`src/rtl/cpu_ctrl_pkg.sv`:
```
// Shared types and encodings for the control_unit sequencer: FSM states,
// opcodes, ALU function codes, bus-source selects and IR field positions.
package cpu_ctrl_pkg;

    typedef enum logic [3:0] {
        S_IDLE, S_T0, S_T1, S_T2, S_T3, S_T4, S_T5, S_T6, S_HALT
    } state_t;

    typedef enum logic [2:0] {
        CLS_3REG, CLS_UNARY, CLS_MULDIV, CLS_NOP, CLS_HALT, CLS_ILLEGAL
    } op_class_t;

    localparam logic [4:0] OP_ADD  = 5'b00011;
    localparam logic [4:0] OP_SUB  = 5'b00100;
    localparam logic [4:0] OP_AND  = 5'b00101;
    localparam logic [4:0] OP_OR   = 5'b00110;
    localparam logic [4:0] OP_ROR  = 5'b00111;
    localparam logic [4:0] OP_ROL  = 5'b01000;
    localparam logic [4:0] OP_SHR  = 5'b01001;
    localparam logic [4:0] OP_SHRA = 5'b01010;
    localparam logic [4:0] OP_SHL  = 5'b01011;
    localparam logic [4:0] OP_DIV  = 5'b01111;
    localparam logic [4:0] OP_MUL  = 5'b10000;
    localparam logic [4:0] OP_NEG  = 5'b10001;
    localparam logic [4:0] OP_NOT  = 5'b10010;
    localparam logic [4:0] OP_NOP  = 5'b11010;
    localparam logic [4:0] OP_HALT = 5'b11011;

    localparam logic [3:0] ALU_PASS = 4'b0000;
    localparam logic [3:0] ALU_ADD  = 4'b0001;
    localparam logic [3:0] ALU_SUB  = 4'b0010;
    localparam logic [3:0] ALU_AND  = 4'b0011;
    localparam logic [3:0] ALU_OR   = 4'b0100;
    localparam logic [3:0] ALU_ROR  = 4'b0101;
    localparam logic [3:0] ALU_ROL  = 4'b0110;
    localparam logic [3:0] ALU_SHL  = 4'b0111;
    localparam logic [3:0] ALU_SHR  = 4'b1000;
    localparam logic [3:0] ALU_SHRA = 4'b1001;
    localparam logic [3:0] ALU_MUL  = 4'b1010;
    localparam logic [3:0] ALU_DIV  = 4'b1011;
    localparam logic [3:0] ALU_NEG  = 4'b1100;
    localparam logic [3:0] ALU_NOT  = 4'b1101;

    localparam logic [4:0] BUS_ZHIGH = 5'b10010;
    localparam logic [4:0] BUS_ZLOW  = 5'b10011;
    localparam logic [4:0] BUS_PC    = 5'b10100;
    localparam logic [4:0] BUS_MDR   = 5'b10101;

    localparam int unsigned OPC_LSB = 27;
    localparam int unsigned RA_LSB  = 23;
    localparam int unsigned RB_LSB  = 19;
    localparam int unsigned RC_LSB  = 15;

    // General-purpose registers occupy the lower half of the bus-select space.
    function automatic logic [4:0] gp_bus(input logic [3:0] r);
        return {1'b0, r};
    endfunction

endpackage

```
`src/rtl/control_unit_if.sv`:
```
// Control and status bundle between the sequencer (master) and the datapath
// side (slave); clock and reset are carried separately.
interface control_unit_if;
    logic        start;
    logic        mem_ready;
    logic [31:0] IR_q;
    logic [4:0]  BusDataSelect;
    logic [3:0]  GP_addr;
    logic [3:0]  ALU_op;
    logic        e_PC, e_IR, e_Y, e_Z, e_HI, e_LO, e_MDR, e_MAR, e_GP;
    logic        incPC, MDR_read;
    logic        run;
    logic        illegal;

    modport master (
        input  start, mem_ready, IR_q,
        output BusDataSelect, GP_addr, ALU_op,
        output e_PC, e_IR, e_Y, e_Z, e_HI, e_LO, e_MDR, e_MAR, e_GP,
        output incPC, MDR_read, run, illegal
    );

    modport slave (
        output start, mem_ready, IR_q,
        input  BusDataSelect, GP_addr, ALU_op,
        input  e_PC, e_IR, e_Y, e_Z, e_HI, e_LO, e_MDR, e_MAR, e_GP,
        input  incPC, MDR_read, run, illegal
    );
endinterface

```
`src/rtl/opcode_decode.sv`:
```
// Combinational opcode decode: ALU function code and instruction class.
module opcode_decode
    import cpu_ctrl_pkg::*;
(
    input  logic [4:0] opcode_i,
    output logic [3:0] alu_op_o,
    output op_class_t  class_o
);

    always_comb begin
        alu_op_o = ALU_PASS;
        class_o  = CLS_ILLEGAL;
        case (opcode_i)
            OP_ADD:  begin alu_op_o = ALU_ADD;  class_o = CLS_3REG;   end
            OP_SUB:  begin alu_op_o = ALU_SUB;  class_o = CLS_3REG;   end
            OP_AND:  begin alu_op_o = ALU_AND;  class_o = CLS_3REG;   end
            OP_OR:   begin alu_op_o = ALU_OR;   class_o = CLS_3REG;   end
            OP_ROR:  begin alu_op_o = ALU_ROR;  class_o = CLS_3REG;   end
            OP_ROL:  begin alu_op_o = ALU_ROL;  class_o = CLS_3REG;   end
            OP_SHR:  begin alu_op_o = ALU_SHR;  class_o = CLS_3REG;   end
            OP_SHRA: begin alu_op_o = ALU_SHRA; class_o = CLS_3REG;   end
            OP_SHL:  begin alu_op_o = ALU_SHL;  class_o = CLS_3REG;   end
            OP_DIV:  begin alu_op_o = ALU_DIV;  class_o = CLS_MULDIV; end
            OP_MUL:  begin alu_op_o = ALU_MUL;  class_o = CLS_MULDIV; end
            OP_NEG:  begin alu_op_o = ALU_NEG;  class_o = CLS_UNARY;  end
            OP_NOT:  begin alu_op_o = ALU_NOT;  class_o = CLS_UNARY;  end
            OP_NOP:  class_o = CLS_NOP;
            OP_HALT: class_o = CLS_HALT;
            default: class_o = CLS_ILLEGAL;
        endcase
    end

endmodule

```
`src/rtl/control_unit.sv`:
```
// Moore sequencer driving the datapath: fetch over the shared bus, then fixed
// T-state execution of register ALU, unary, mul/div, nop and halt instructions.
module control_unit
    import cpu_ctrl_pkg::*;
#(
    parameter bit MEM_WAIT_EN = 1'b1
) (
    input  logic           clock,
    input  logic           clear,
    control_unit_if.master cu
);

    state_t    state_q, state_d;
    logic      illegal_q, illegal_d;
    logic      mem_rdy;
    logic [4:0] opcode;
    logic [3:0] ra, rb, rc;
    logic [3:0] dec_alu_op;
    op_class_t  dec_class;
    logic       unused_ir;

    assign mem_rdy   = MEM_WAIT_EN ? cu.mem_ready : 1'b1;
    assign opcode    = cu.IR_q[OPC_LSB +: 5];
    assign ra        = cu.IR_q[RA_LSB +: 4];
    assign rb        = cu.IR_q[RB_LSB +: 4];
    assign rc        = cu.IR_q[RC_LSB +: 4];
    assign unused_ir = ^cu.IR_q[RC_LSB-1:0];

    opcode_decode u_decode (
        .opcode_i (opcode),
        .alu_op_o (dec_alu_op),
        .class_o  (dec_class)
    );

    always_ff @(posedge clock or posedge clear) begin
        if (clear) begin
            state_q   <= S_IDLE;
            illegal_q <= 1'b0;
        end else begin
            state_q   <= state_d;
            illegal_q <= illegal_d;
        end
    end

    always_comb begin
        state_d          = state_q;
        illegal_d        = illegal_q;
        cu.BusDataSelect = '0;
        cu.GP_addr       = '0;
        cu.ALU_op        = ALU_PASS;
        cu.e_PC          = 1'b0;
        cu.e_IR          = 1'b0;
        cu.e_Y           = 1'b0;
        cu.e_Z           = 1'b0;
        cu.e_HI          = 1'b0;
        cu.e_LO          = 1'b0;
        cu.e_MDR         = 1'b0;
        cu.e_MAR         = 1'b0;
        cu.e_GP          = 1'b0;
        cu.incPC         = 1'b0;
        cu.MDR_read      = 1'b0;
        cu.run           = (state_q != S_IDLE) && (state_q != S_HALT);
        cu.illegal       = illegal_q;

        case (state_q)
            S_IDLE: if (cu.start) state_d = S_T0;
            S_T0: begin
                cu.BusDataSelect = BUS_PC;
                cu.e_MAR         = 1'b1;
                cu.incPC         = 1'b1;
                cu.e_Z           = 1'b1;
                state_d          = S_T1;
            end
            S_T1: begin
                // PC and MDR capture only on the cycle memory data is valid.
                cu.BusDataSelect = BUS_ZLOW;
                cu.MDR_read      = 1'b1;
                cu.e_PC          = mem_rdy;
                cu.e_MDR         = mem_rdy;
                if (mem_rdy) state_d = S_T2;
            end
            S_T2: begin
                cu.BusDataSelect = BUS_MDR;
                cu.e_IR          = 1'b1;
                state_d          = S_T3;
            end
            S_T3: begin
                case (dec_class)
                    CLS_3REG, CLS_UNARY: begin
                        cu.BusDataSelect = gp_bus(rb);
                        cu.e_Y           = 1'b1;
                        state_d          = S_T4;
                    end
                    CLS_MULDIV: begin
                        cu.BusDataSelect = gp_bus(ra);
                        cu.e_Y           = 1'b1;
                        state_d          = S_T4;
                    end
                    CLS_HALT: state_d = S_HALT;
                    CLS_ILLEGAL: begin
                        illegal_d  = 1'b1;
                        cu.illegal = 1'b1;
                        state_d    = S_T0;
                    end
                    default: state_d = S_T0;
                endcase
            end
            S_T4: begin
                cu.BusDataSelect = (dec_class == CLS_3REG) ? gp_bus(rc) : gp_bus(rb);
                cu.ALU_op        = dec_alu_op;
                cu.e_Z           = 1'b1;
                state_d          = S_T5;
            end
            S_T5: begin
                cu.BusDataSelect = BUS_ZLOW;
                if (dec_class == CLS_MULDIV) begin
                    cu.e_LO = 1'b1;
                    state_d = S_T6;
                end else begin
                    cu.GP_addr = ra;
                    cu.e_GP    = 1'b1;
                    state_d    = S_T0;
                end
            end
            S_T6: begin
                cu.BusDataSelect = BUS_ZHIGH;
                cu.e_HI          = 1'b1;
                state_d          = S_T0;
            end
            S_HALT: state_d = S_HALT;
            default: state_d = S_IDLE;
        endcase
    end

endmodule

```
`src/flat_wrapper.sv`:
```
// flat-port wrapper written by rule: the top's interface ports become plain ports
module control_unit_flat import cpu_ctrl_pkg::*;
#(
    parameter bit MEM_WAIT_EN = 1'b1
)
  (clock, clear, cu_start, cu_mem_ready, cu_IR_q, cu_BusDataSelect, cu_GP_addr, cu_ALU_op, cu_e_PC, cu_e_IR, cu_e_Y, cu_e_Z, cu_e_HI, cu_e_LO, cu_e_MDR, cu_e_MAR, cu_e_GP, cu_incPC, cu_MDR_read, cu_run, cu_illegal);
  control_unit_if cu_i ();
  input  logic clock;
  input  logic clear;
  input wire logic [$bits(cu_i.start)-1:0] cu_start;
  input wire logic [$bits(cu_i.mem_ready)-1:0] cu_mem_ready;
  input wire logic [$bits(cu_i.IR_q)-1:0] cu_IR_q;
  output wire logic [$bits(cu_i.BusDataSelect)-1:0] cu_BusDataSelect;
  output wire logic [$bits(cu_i.GP_addr)-1:0] cu_GP_addr;
  output wire logic [$bits(cu_i.ALU_op)-1:0] cu_ALU_op;
  output wire logic [$bits(cu_i.e_PC)-1:0] cu_e_PC;
  output wire logic [$bits(cu_i.e_IR)-1:0] cu_e_IR;
  output wire logic [$bits(cu_i.e_Y)-1:0] cu_e_Y;
  output wire logic [$bits(cu_i.e_Z)-1:0] cu_e_Z;
  output wire logic [$bits(cu_i.e_HI)-1:0] cu_e_HI;
  output wire logic [$bits(cu_i.e_LO)-1:0] cu_e_LO;
  output wire logic [$bits(cu_i.e_MDR)-1:0] cu_e_MDR;
  output wire logic [$bits(cu_i.e_MAR)-1:0] cu_e_MAR;
  output wire logic [$bits(cu_i.e_GP)-1:0] cu_e_GP;
  output wire logic [$bits(cu_i.incPC)-1:0] cu_incPC;
  output wire logic [$bits(cu_i.MDR_read)-1:0] cu_MDR_read;
  output wire logic [$bits(cu_i.run)-1:0] cu_run;
  output wire logic [$bits(cu_i.illegal)-1:0] cu_illegal;
  assign cu_i.start = cu_start;
  assign cu_i.mem_ready = cu_mem_ready;
  assign cu_i.IR_q = cu_IR_q;
  assign cu_BusDataSelect = cu_i.BusDataSelect;
  assign cu_GP_addr = cu_i.GP_addr;
  assign cu_ALU_op = cu_i.ALU_op;
  assign cu_e_PC = cu_i.e_PC;
  assign cu_e_IR = cu_i.e_IR;
  assign cu_e_Y = cu_i.e_Y;
  assign cu_e_Z = cu_i.e_Z;
  assign cu_e_HI = cu_i.e_HI;
  assign cu_e_LO = cu_i.e_LO;
  assign cu_e_MDR = cu_i.e_MDR;
  assign cu_e_MAR = cu_i.e_MAR;
  assign cu_e_GP = cu_i.e_GP;
  assign cu_incPC = cu_i.incPC;
  assign cu_MDR_read = cu_i.MDR_read;
  assign cu_run = cu_i.run;
  assign cu_illegal = cu_i.illegal;
  control_unit #(.MEM_WAIT_EN(MEM_WAIT_EN)) u_core (.clock(clock), .clear(clear), .cu(cu_i));
endmodule
```
`config.mk`:
```
export PLATFORM = sky130hd
export DESIGN_NAME = control_unit_flat
export DESIGN_NICKNAME = d
export VERILOG_FILES = /design/src/rtl/cpu_ctrl_pkg.sv /design/src/rtl/control_unit_if.sv /design/src/rtl/opcode_decode.sv /design/src/rtl/control_unit.sv /design/src/flat_wrapper.sv
export SDC_FILE = /design/constraint.sdc
export NUM_CORES = 1
export LEC_CHECK = 0
export ABC_AREA = 0
export CORE_MARGIN = 8
export CORE_UTILIZATION = 37
export DETAILED_ROUTE_END_ITERATION = 10
export PLACE_DENSITY = 0.81
export SETUP_SLACK_MARGIN = 0.15
export SLEW_MARGIN = 40
export SYNTH_ARGS = -nofsm -noshare
export SYNTH_HDL_FRONTEND = slang
export SYNTH_SLANG_ARGS = --single-unit
```
`constraint.sdc`:
```
create_clock -name clock -period 2.5 [get_ports clock]
set_input_delay 0.625 -clock clock [delete_from_list [all_inputs] [get_ports clock]]
set_output_delay 0.625 -clock clock [all_outputs]
set_load 0.01 [all_outputs]
```
==> impl_metrics.sql, run 1 <==
INSERT INTO impl_metrics (metric_group, metric, value, unit) VALUES
('pwr', 'p_comb_frac', '0.798', ''),
('timing', 'grt_setup_unrepaired', 'true', ''),
('setup_path', 'timing.critical_path.cells', 'or4b_4 -> nor2_1 -> a31oi_1 -> o211ai_1 -> buf_2', ''),
('setup_path', 'cp_max_fo', '5', ''),
('clocking', 'htree_num_levels', '1', ''),
('timing', 'finalSetupViolations', '1', ''),
('pwr', 'power_density', '574', 'nW/um2'),
('floorplanning', 'core_region_area', '2520', 'um2'),
('yosys', 'ys_top_cells_by_count', '13 x nor2_1, 9 x and2_1, 8 x inv_1, 8 x nand2_1, 6 x a21oi_1', ''),
('floorplanning', 'start_util', '0.394', ''),
('cells_and_area', 'flow.area_growth_from_synthesis', '108', '%'),
('clocking', 'clk_root_buffer_cell', 'clkbuf_4', ''),
('yosys', 'post_synth_instance_area', '993', 'um2'),
('pwr', 'power.share.clock', '0.083', ''),
('place', 'placement_stage_cell_area', '1770', 'um2'),
('cells_and_area', 'finish.net_count', '269', ''),
('floorplanning', 'die-area', '4600', 'um2'),
('cells_and_area', 'utilization', '0.818', ''),
('yosys', 'post_synth_inst_count', '132', ''),
('floorplanning', 'die_height', '67.8', 'um'),
('setup_path', 'timing.critical_path.buf_inv', '1', ''),
('yosys', 'synthesis.nets', '168', ''),
('setup_path', 'critPathCaptureType', 'primary output', ''),
('setup_path', 'crit_path_max_delay_family', 'simple AND/OR/NAND/NOR gates', ''),
('place', 'pre_cts_slack', '-0.836', 'ns'),
('setup_path', 'arrival', '1.92', 'ns'),
('route', 'viasPerCell', '5.81', ''),
('global_routing', 'overflow_after_grt', '0', ''),
('timing', 'slew_headroom', '0.785', ''),
('yosys', 'synth-seq-area-share', '0.126', ''),
('setup_path', 'reg2reg_from', 'u_core.state_q[1]', ''),
('floorplanning', 'die_w', '67.8', 'um'),
('cells_and_area', 'postLayoutCellArea', '2060', 'um2'),
('place', 'port_buffers', '46', ''),
('cells_and_area', 'fraction_of_layout_instances_using_a_drive_strength_above_1', '0.530', ''),
('worst_hold_path', 'holdCritPathClass', 'flip-flop to flip-flop', ''),
('timing', 'max_clock_freq', '0.394', 'GHz'),
('yosys', 'synth-edff-count', '0', ''),
('run_status', 'violations_in_the_final_reports', 'negative setup slack', ''),
('yosys', 'synth.most_common_cell', 'nor2_1', ''),
('clocking', 'tritoncts_num_sinks', '5', ''),
('setup_path', 'ff2ff_path_depth', '5', ''),
('timing', 'final_critical_path_setup_slack', '-0.0400', 'ns'),
('clocking', 'tritoncts.num_buffers', '3', ''),
('yosys', 'synth.top_cell.area_share', '0.126', ''),
('setup_path', 'worst_setup_path_start_kind', 'flip-flop', ''),
('pwr', 'sequentialPowerShare', '0.119', ''),
('setup_path', 'critPathMaxStageDelay', '0.62', 'ns'),
('route', 'num_vias', '1522', ''),
('run_status', 'run_status', 'finished with violations', ''),
('clocking', 'cts.clk_slew.worst_paths', '0.05', 'ns'),
('pwr', 'p_leak', '0.986', 'nW'),
('place', 'gpl.final_weighted_congestion', '0.878', ''),
('run', 'maxCapViolCount', '0', ''),
('floorplanning', 'placement_rows', '18', ''),
('yosys', 'synth_async_sr_flop_share', '1.00', ''),
('route', 'routedWlPerCell', '19.0', 'um'),
('timing', 'hold_violations', '0', ''),
('timing', 'pins_over_slew_limit', '0', ''),
('timing', 'fin_crit_sh', '1.02', ''),
('route', 'drt_iter0_drc', '118', ''),
('clocking', 'clockBufferDepth', '2', ''),
('global_routing', 'grt_pass1_vias', '1556', ''),
('global_routing', 'grt_use_total', '0.207', ''),
('clocking', 'clock_tree_from_tritoncts', 'yes', ''),
('pwr', 'ir_drop', '0.696', 'mV'),
('timing', 'fin_setup_tns', '-0.0400', 'ns'),
('setup_path', 'path_class', 'flip-flop to primary output', ''),
('pwr', 'switching_power', '0.000541', 'W'),
('route', 'drt_pre_antenna_iters', '4', ''),
('setup_path', 'rr_endpoint', 'u_core.state_q[2]', '');
==> per-stage QoR <==
step,std cells,total power (W)
after floorplan,132,0.000527
after global placement,243,0.000972
after detailed placement,243,0.000996
after CTS,256,0.00112
after global routing,262,0.00126
final,262,0.00119
==> what timing repair did <==
action                                  in CTS  in global routing
endpoints found under the setup margin      25                 11
setup buffers                                9                  6
pin swaps                                   21                 10
hold buffers                                 0                  0
resized for setup                          142                 17
==> layout make-up <==
cell class | instances | area (um2)
fill | 155 | 459
inverter | 8 | 30.0
clock buffer | 4 | 26.3
timing repair buffer | 108 | 912
tap | 30 | 37.5
sequential | 5 | 128
multi-input combinational | 107 | 930
==> registers in the layout, indices dropped and copies added, names as in the netlist <==
signal and count:
u_core.illegal_q 1, u_core.state_q 4
==> cell families after synthesis <==
group	count (synthesis)	share of synthesized area
mux	4	0.0416
flops	5	0.126
compound gates	38	0.301
buf+inv	20	0.111
xor+xnor	1	0.00882
simple gates	64	0.412
==> layer usage <==
layer / vias to the layer above / share of wire / global-route usage
met3: 12 / 0.081 / 0.0425
met5: - / 0 / 0
met4: 0 / 0.023 / 0.0691
li1: 689 / - / -
met2: 89 / 0.53 / 0.393
met1: 732 / 0.36 / 0.221
==> tightest hold or removal path: stages, from the launching register on <==
cell	delay, ns
dfrtp_1	0.34
inv_1	0.07
o31ai_4	0.06
==> power groups by stage <==
stage / Combinational (W) / Clock, W / Sequential (W)
after floorplan: 0.000403 / 0 / 0.000124
after global placement: 0.000839 / 0 / 0.000133
after detailed placement: 0.000861 / 0 / 0.000134
after CTS: 0.000876 / 0.000101 / 0.000139
after global routing: 0.00101 / 0.000105 / 0.000144
final: 0.000946 / 0.0000979 / 0.000141
==> worst min-delay path by stage <==
stage | slack (ns) | from | to
after global placement | 0.45 | u_core.illegal_q | u_core.illegal_q
after CTS | 0.47 | u_core.illegal_q | u_core.illegal_q
final | 0.50 | u_core.illegal_q | u_core.illegal_q
after floorplan | 0.40 | clear | u_core.illegal_q
after global routing | 0.51 | u_core.illegal_q | u_core.illegal_q
after detailed placement | 0.46 | u_core.illegal_q | u_core.illegal_q
==> placed cells by master, fill, tap and decap left out, drive strengths merged, types with 3 or more instances in the layout <==
master         count
dlygate4sd2        7
a21oi              8
o31ai              3
dfrtp              5
nand2b             6
nand4              4
nand3              5
inv                8
mux2i              3
and2               9
o211ai             3
clkdlybuf4s50     16
nor2b              3
buf               82
nand2              8
o21ai              4
clkbuf             6
nor2              13
Note: power is estimated with default switching activity, not from simulation.
==> run 2, diff against run 1 <==
--- a/config.mk
+++ b/config.mk
@@ -9,7 +9,7 @@
 export CORE_MARGIN = 8
 export CORE_UTILIZATION = 37
 export DETAILED_ROUTE_END_ITERATION = 10
-export PLACE_DENSITY = 0.81
+export PLACE_DENSITY = 0.88
 export SETUP_SLACK_MARGIN = 0.15
 export SLEW_MARGIN = 40
 export SYNTH_ARGS = -nofsm -noshare
==> constraint.sdc (replaced) <==
create_clock -name clock -period 2.5 [get_ports clock]
set_input_delay 0.625 -clock clock [delete_from_list [all_inputs] [get_ports clock]]
set_output_delay 0.625 -clock clock [all_outputs]
set_load 0.1 [all_outputs]
==> impl_metrics.sql, run 2 <==
INSERT INTO impl_metrics (metric_group, metric, value, unit) VALUES
('floorplanning', 'die_height', '67.8', 'um'),
('timing', 'repair-timing-grt-worst-ep', 'cu_BusDataSelect[0]', ''),
('clocking', 'clockBufferDepth', '2', ''),
('floorplanning', 'design.portCount', '62', ''),
('place', 'placed_cells_incl_taps', '224', ''),
('yosys', 'ys_top_cells_by_area', 'dfrtp_1 13%, and2_1 5.7%, nor2_1 4.9%', ''),
('clocking', 'tritoncts_num_sinks', '5', ''),
('run_status', 'run_status', 'did not finish', ''),
('yosys', 'ys_dominant_reg_cell', 'dfrtp_1', ''),
('place', 'placement_stage_cell_area', '2040', 'um2'),
('run_status', 'stop_stage', 'global routing (5_1_grt)', ''),
('yosys', 'synth_async_sr_flop_share', '1.00', ''),
('place', 'pre_cts_slack', '-0.604', 'ns'),
('clocking', 'clk_root_buffer_cell', 'clkbuf_4', ''),
('place', 'gpl.final_weighted_congestion', '0.898', ''),
('yosys', 'yosysUniqueCellTypes', '52', ''),
('yosys', 'synth-seq-area-share', '0.126', ''),
('yosys', 'synth.top_cell.area_share', '0.126', ''),
('floorplanning', 'placement_rows', '18', ''),
('run_status', 'flow.first_error', '[ERROR DPL-0033] detailed placement checks failed during check placement.', ''),
('timing', 'worstEndpointType', 'primary output', ''),
('yosys', 'synth.most_common_cell', 'nor2_1', ''),
('yosys', 'synthesis.nets', '168', ''),
('yosys', 'yosys_warnings', '0', ''),
('yosys', 'syn-mean-instance-area', '7.53', 'um2'),
('floorplanning', 'die_w', '67.8', 'um'),
('yosys', 'ys_top_cells_by_count', '13 x nor2_1, 9 x and2_1, 8 x inv_1, 8 x nand2_1, 6 x a21oi_1', ''),
('clocking', 'tritoncts.num_buffers', '3', ''),
('yosys', 'synth.ff_latch_count', '5', ''),
('clocking', 'htree_num_levels', '1', ''),
('yosys', 'area_leader_netlist', 'dfrtp_1', ''),
('place', 'port_buffers', '46', ''),
('yosys', 'post_synth_instance_area', '993', 'um2'),
('global_routing', 'grt_antenna_before_repair', '1', ''),
('yosys', 'post_synth_inst_count', '132', ''),
('global_routing', 'grt_start_max_net_pins', '10', ''),
('floorplanning', 'start_util', '0.394', ''),
('place', 'dp_hpwl', '3340', 'um'),
('yosys', 'synth-edff-count', '0', '');
run 2: cell counts after synthesis:
Identical to the previous run, type by type.
run 2: per-stage QoR:
stage | hold WS [ns] | utilization
after floorplan | 0.404 | -
after detailed placement | 0.510 | 0.811
after CTS | 0.522 | 0.921
after global placement | 0.473 | 0.811
run 2: what timing repair did:
action,CTS
hold buffers,0
endpoints found under the setup margin,16
gates resized for setup,61
pin swaps,17
cloned,1
setup buffers,12
run 2: cell families after synthesis:
logic type                count (synthesis)  share of synthesized area
AOI/OAI and AO/OA                        38                      0.301
xor gates and xnor gates                  1                    0.00882
buffers and inverters                    20                      0.111
DFF                                       5                      0.126
muxes                                     4                     0.0416
and+or+nand+nor                          64                      0.412
==> run 3, diff against run 2 <==
--- a/config.mk
+++ b/config.mk
@@ -7,10 +7,9 @@
 export LEC_CHECK = 0
 export ABC_AREA = 0
 export CORE_MARGIN = 8
-export CORE_UTILIZATION = 37
+export CORE_UTILIZATION = 25
 export DETAILED_ROUTE_END_ITERATION = 10
-export PLACE_DENSITY = 0.88
-export SETUP_SLACK_MARGIN = 0.15
+export PLACE_DENSITY_LB_ADDON = 0.15
 export SLEW_MARGIN = 40
 export SYNTH_ARGS = -nofsm -noshare
 export SYNTH_HDL_FRONTEND = slang
==> impl_metrics.sql, run 3 (synthesized netlist as in run 1, its figures left out) <==
INSERT INTO impl_metrics (metric_group, metric, value, unit) VALUES
('run_status', 'run_status', 'finished with violations', ''),
('run_status', 'violations_in_the_final_reports', 'negative setup slack', ''),
('worst_hold_path', 'holdCritPathClass', 'input port to asynchronous set/reset pin', ''),
('pwr', 'ir_drop', '0.374', 'mV'),
('floorplanning', 'placement_rows', '23', ''),
('timing', 'max_clock_freq', '0.384', 'GHz'),
('timing', 'worstMarginPinSlew', '0.482', 'ns'),
('clocking', 'clock_tree_from_tritoncts', 'yes', ''),
('floorplanning', 'die-area', '6250', 'um2'),
('setup_path', 'critPathCaptureType', 'primary output', ''),
('setup_path', 'crit_path_max_delay_family', 'simple AND/OR/NAND/NOR gates', ''),
('place', 'port_buffers', '46', ''),
('timing', 'slew_headroom', '0.678', ''),
('timing', 'grt_setup_unrepaired', 'true', ''),
('setup_path', 'cp_max_fo', '6', ''),
('cells_and_area', 'finish.net_count', '255', ''),
('place', 'gpl.final_weighted_congestion', '0.879', ''),
('cells_and_area', 'largest_register_ff_count', '4', ''),
('clocking', 'tritoncts.num_buffers', '3', ''),
('setup_path', 'ff2ff_path_depth', '6', ''),
('setup_path', 'arrival', '1.98', 'ns'),
('global_routing', 'grt_pass1_vias', '1432', ''),
('route', 'routedWlPerCell', '15.9', 'um'),
('route', 'num_vias', '1341', ''),
('setup_path', 'worst_setup_path_start_kind', 'input port', ''),
('pwr', 'p_comb_frac', '0.866', ''),
('route', 'totalWireLength', '4250', 'um'),
('pwr', 'power_switching_share', '0.581', ''),
('setup_path', 'critPathMaxStageDelay', '0.37', 'ns'),
('cells_and_area', 'registers_with_the_most_flip_flops', 'u_core.state_q x4, u_core.illegal_q x1', ''),
('global_routing', 'overflow_after_grt', '0', ''),
('clocking', 'clk_latency', '0.23', 'ns'),
('pwr', 'switching_power', '0.00133', 'W'),
('clocking', 'tritoncts_num_sinks', '5', ''),
('cells_and_area', 'flow.area_growth_from_synthesis', '142', '%'),
('route', 'drt_pre_antenna_iters', '4', ''),
('global_routing', 'grt_use_total', '0.134', ''),
('timing', 'skew', '0.00296', 'ns'),
('global_routing', 'grt_start_max_net_pins', '12', ''),
('route', 'route.detailed.drc', '0', ''),
('pwr', 'power_density', '953', 'nW/um2'),
('setup_path', 'path_class', 'input port to primary output', ''),
('clocking', 'htree_num_levels', '1', ''),
('route', 'viasPerCell', '5.00', ''),
('setup_path', 'timing.critical_path.buf_inv', '3', ''),
('timing', 'final_critical_path_setup_slack', '-0.106', 'ns'),
('clocking', 'cts.clk_slew.worst_paths', '0.04', 'ns'),
('floorplanning', 'die_w', '79.0', 'um'),
('run', 'maxCapViolCount', '0', ''),
('place', 'dp_hpwl', '3250', 'um'),
('pwr', 'power.share.clock', '0.069', ''),
('setup_path', 'crit_cells', '7', ''),
('setup_path', 'worst-r2r-setup-slack', '0.81', 'ns'),
('setup_path', 'cp_data_required_time', '1.88', 'ns'),
('cells_and_area', 'diodes', '0', ''),
('setup_path', 'crit_path_start', 'cu_IR_q[27]', ''),
('setup_path', 'rr_endpoint', 'u_core.state_q[2]', ''),
('cells_and_area', 'final_common_cell', 'buf_4', ''),
('global_routing', 'global_route_wire_length_before_repair', '6960', 'um'),
('place', 'pre_cts_slack', '-0.653', 'ns'),
('timing', 'period_needed', '2.61', 'ns'),
('cells_and_area', 'fraction_of_layout_instances_using_a_drive_strength_above_1', '0.606', ''),
('setup_path', 'timing.critical_path.cells', 'buf_12 -> buf_8 -> nor4b_4 -> o2bb2ai_4 -> nand4_1 -> o211ai_1 -> clkbuf_16', ''),
('cells_and_area', 'largest_register', 'u_core.state_q', ''),
('floorplanning', 'die_height', '79.0', 'um'),
('route', 'route.antenna.remaining_nets', '0', ''),
('floorplanning', 'core_region_area', '3910', 'um2'),
('cells_and_area', 'utilization', '0.615', ''),
('pwr', 'p_leak', '1.01', 'nW'),
('timing', 'fin_setup_tns', '-0.742', 'ns'),
('pwr', 'intPower', '0.000961', 'W'),
('timing', 'finalSetupViolations', '11', ''),
('floorplanning', 'design.portCount', '62', ''),
('setup_path', 'cp-endpoint', 'cu_BusDataSelect[0]', ''),
('setup_path', 'reg2reg_from', 'u_core.state_q[3]', ''),
('setup_path', 'cpMaxStageDelayCell', 'nor4b_4', ''),
('clocking', 'clockBufferDepth', '2', ''),
('clocking', 'clk_root_buffer_cell', 'clkbuf_8', ''),
('timing', 'pins_over_slew_limit', '0', ''),
('floorplanning', 'start_util', '0.254', ''),
('route', 'drt_iter0_drc', '57', ''),
('timing', 'hold_violations', '0', ''),
('pwr', 'sequentialPowerShare', '0.066', ''),
('global_routing', 'grt_antenna_before_repair', '0', ''),
('timing', 'fin_crit_sh', '1.04', ''),
('cells_and_area', 'mostFrequentLayoutCells', '41 x buf_4, 25 x buf_12, 14 x clkdlybuf4s50_1', '');
run 3: metrics by stage:
stage	power [W]	hold WS [ns]	area [um2]	instances
floorplan	0.00138	0.404	1160	132
global placement	0.00202	0.480	2070	247
detailed placement	0.00203	0.475	2070	247
CTS	0.00223	0.497	2250	257
global route	0.00239	0.615	2410	268
finish	0.00229	0.586	2410	268
run 3: how the worst min path moves through the flow:
| stage | depth (start not counted) | endpoint | slack (ns) | start |
|---|---|---|---|---|
| floorplan | 1 | u_core.illegal_q | 0.40 | clear |
| finish | 2 | u_core.state_q[1] | 0.59 | clear |
| detailed placement | 2 | u_core.illegal_q | 0.48 | u_core.illegal_q |
| global route | 3 | u_core.illegal_q | 0.61 | u_core.illegal_q |
| global placement | 2 | u_core.illegal_q | 0.48 | u_core.illegal_q |
| CTS | 2 | u_core.illegal_q | 0.50 | u_core.illegal_q |
run 3: layout make-up:
cell class	instances	area, um2
sequential	5	130
clock buffer	4	45.0
timing repair buffer	94	1130
inverter	8	30.0
multi-input combinational	107	1010
tap	50	62.6
fill	348	1510
run 3: metal layers:
| metal | wire, um | global-route usage |
|---|---|---|
| met4 | 78 | 0.0352 |
| met5 | 0 | 0 |
| met3 | 171 | 0.0248 |
| met2 | 2320 | 0.248 |
| met1 | 1680 | 0.151 |
run 3: power groups by stage:
stage	clock (W)	combinational, W	sequential, W
final	0.000157	0.00198	0.000151
after global routing	0.000168	0.00206	0.000156
after CTS	0.000160	0.00191	0.000159
after detailed placement	0	0.00188	0.000155
after global placement	0	0.00187	0.000153
after floorplan	0	0.00125	0.000124
run 3: repair_timing:
action	4_1_cts	5_1_grt
endpoints found under the setup margin	16	15
resized for setup	50	20
setup buffers	6	12
hold endpoints to repair	0	0
hold buffers	0	0
pin swaps	17	22
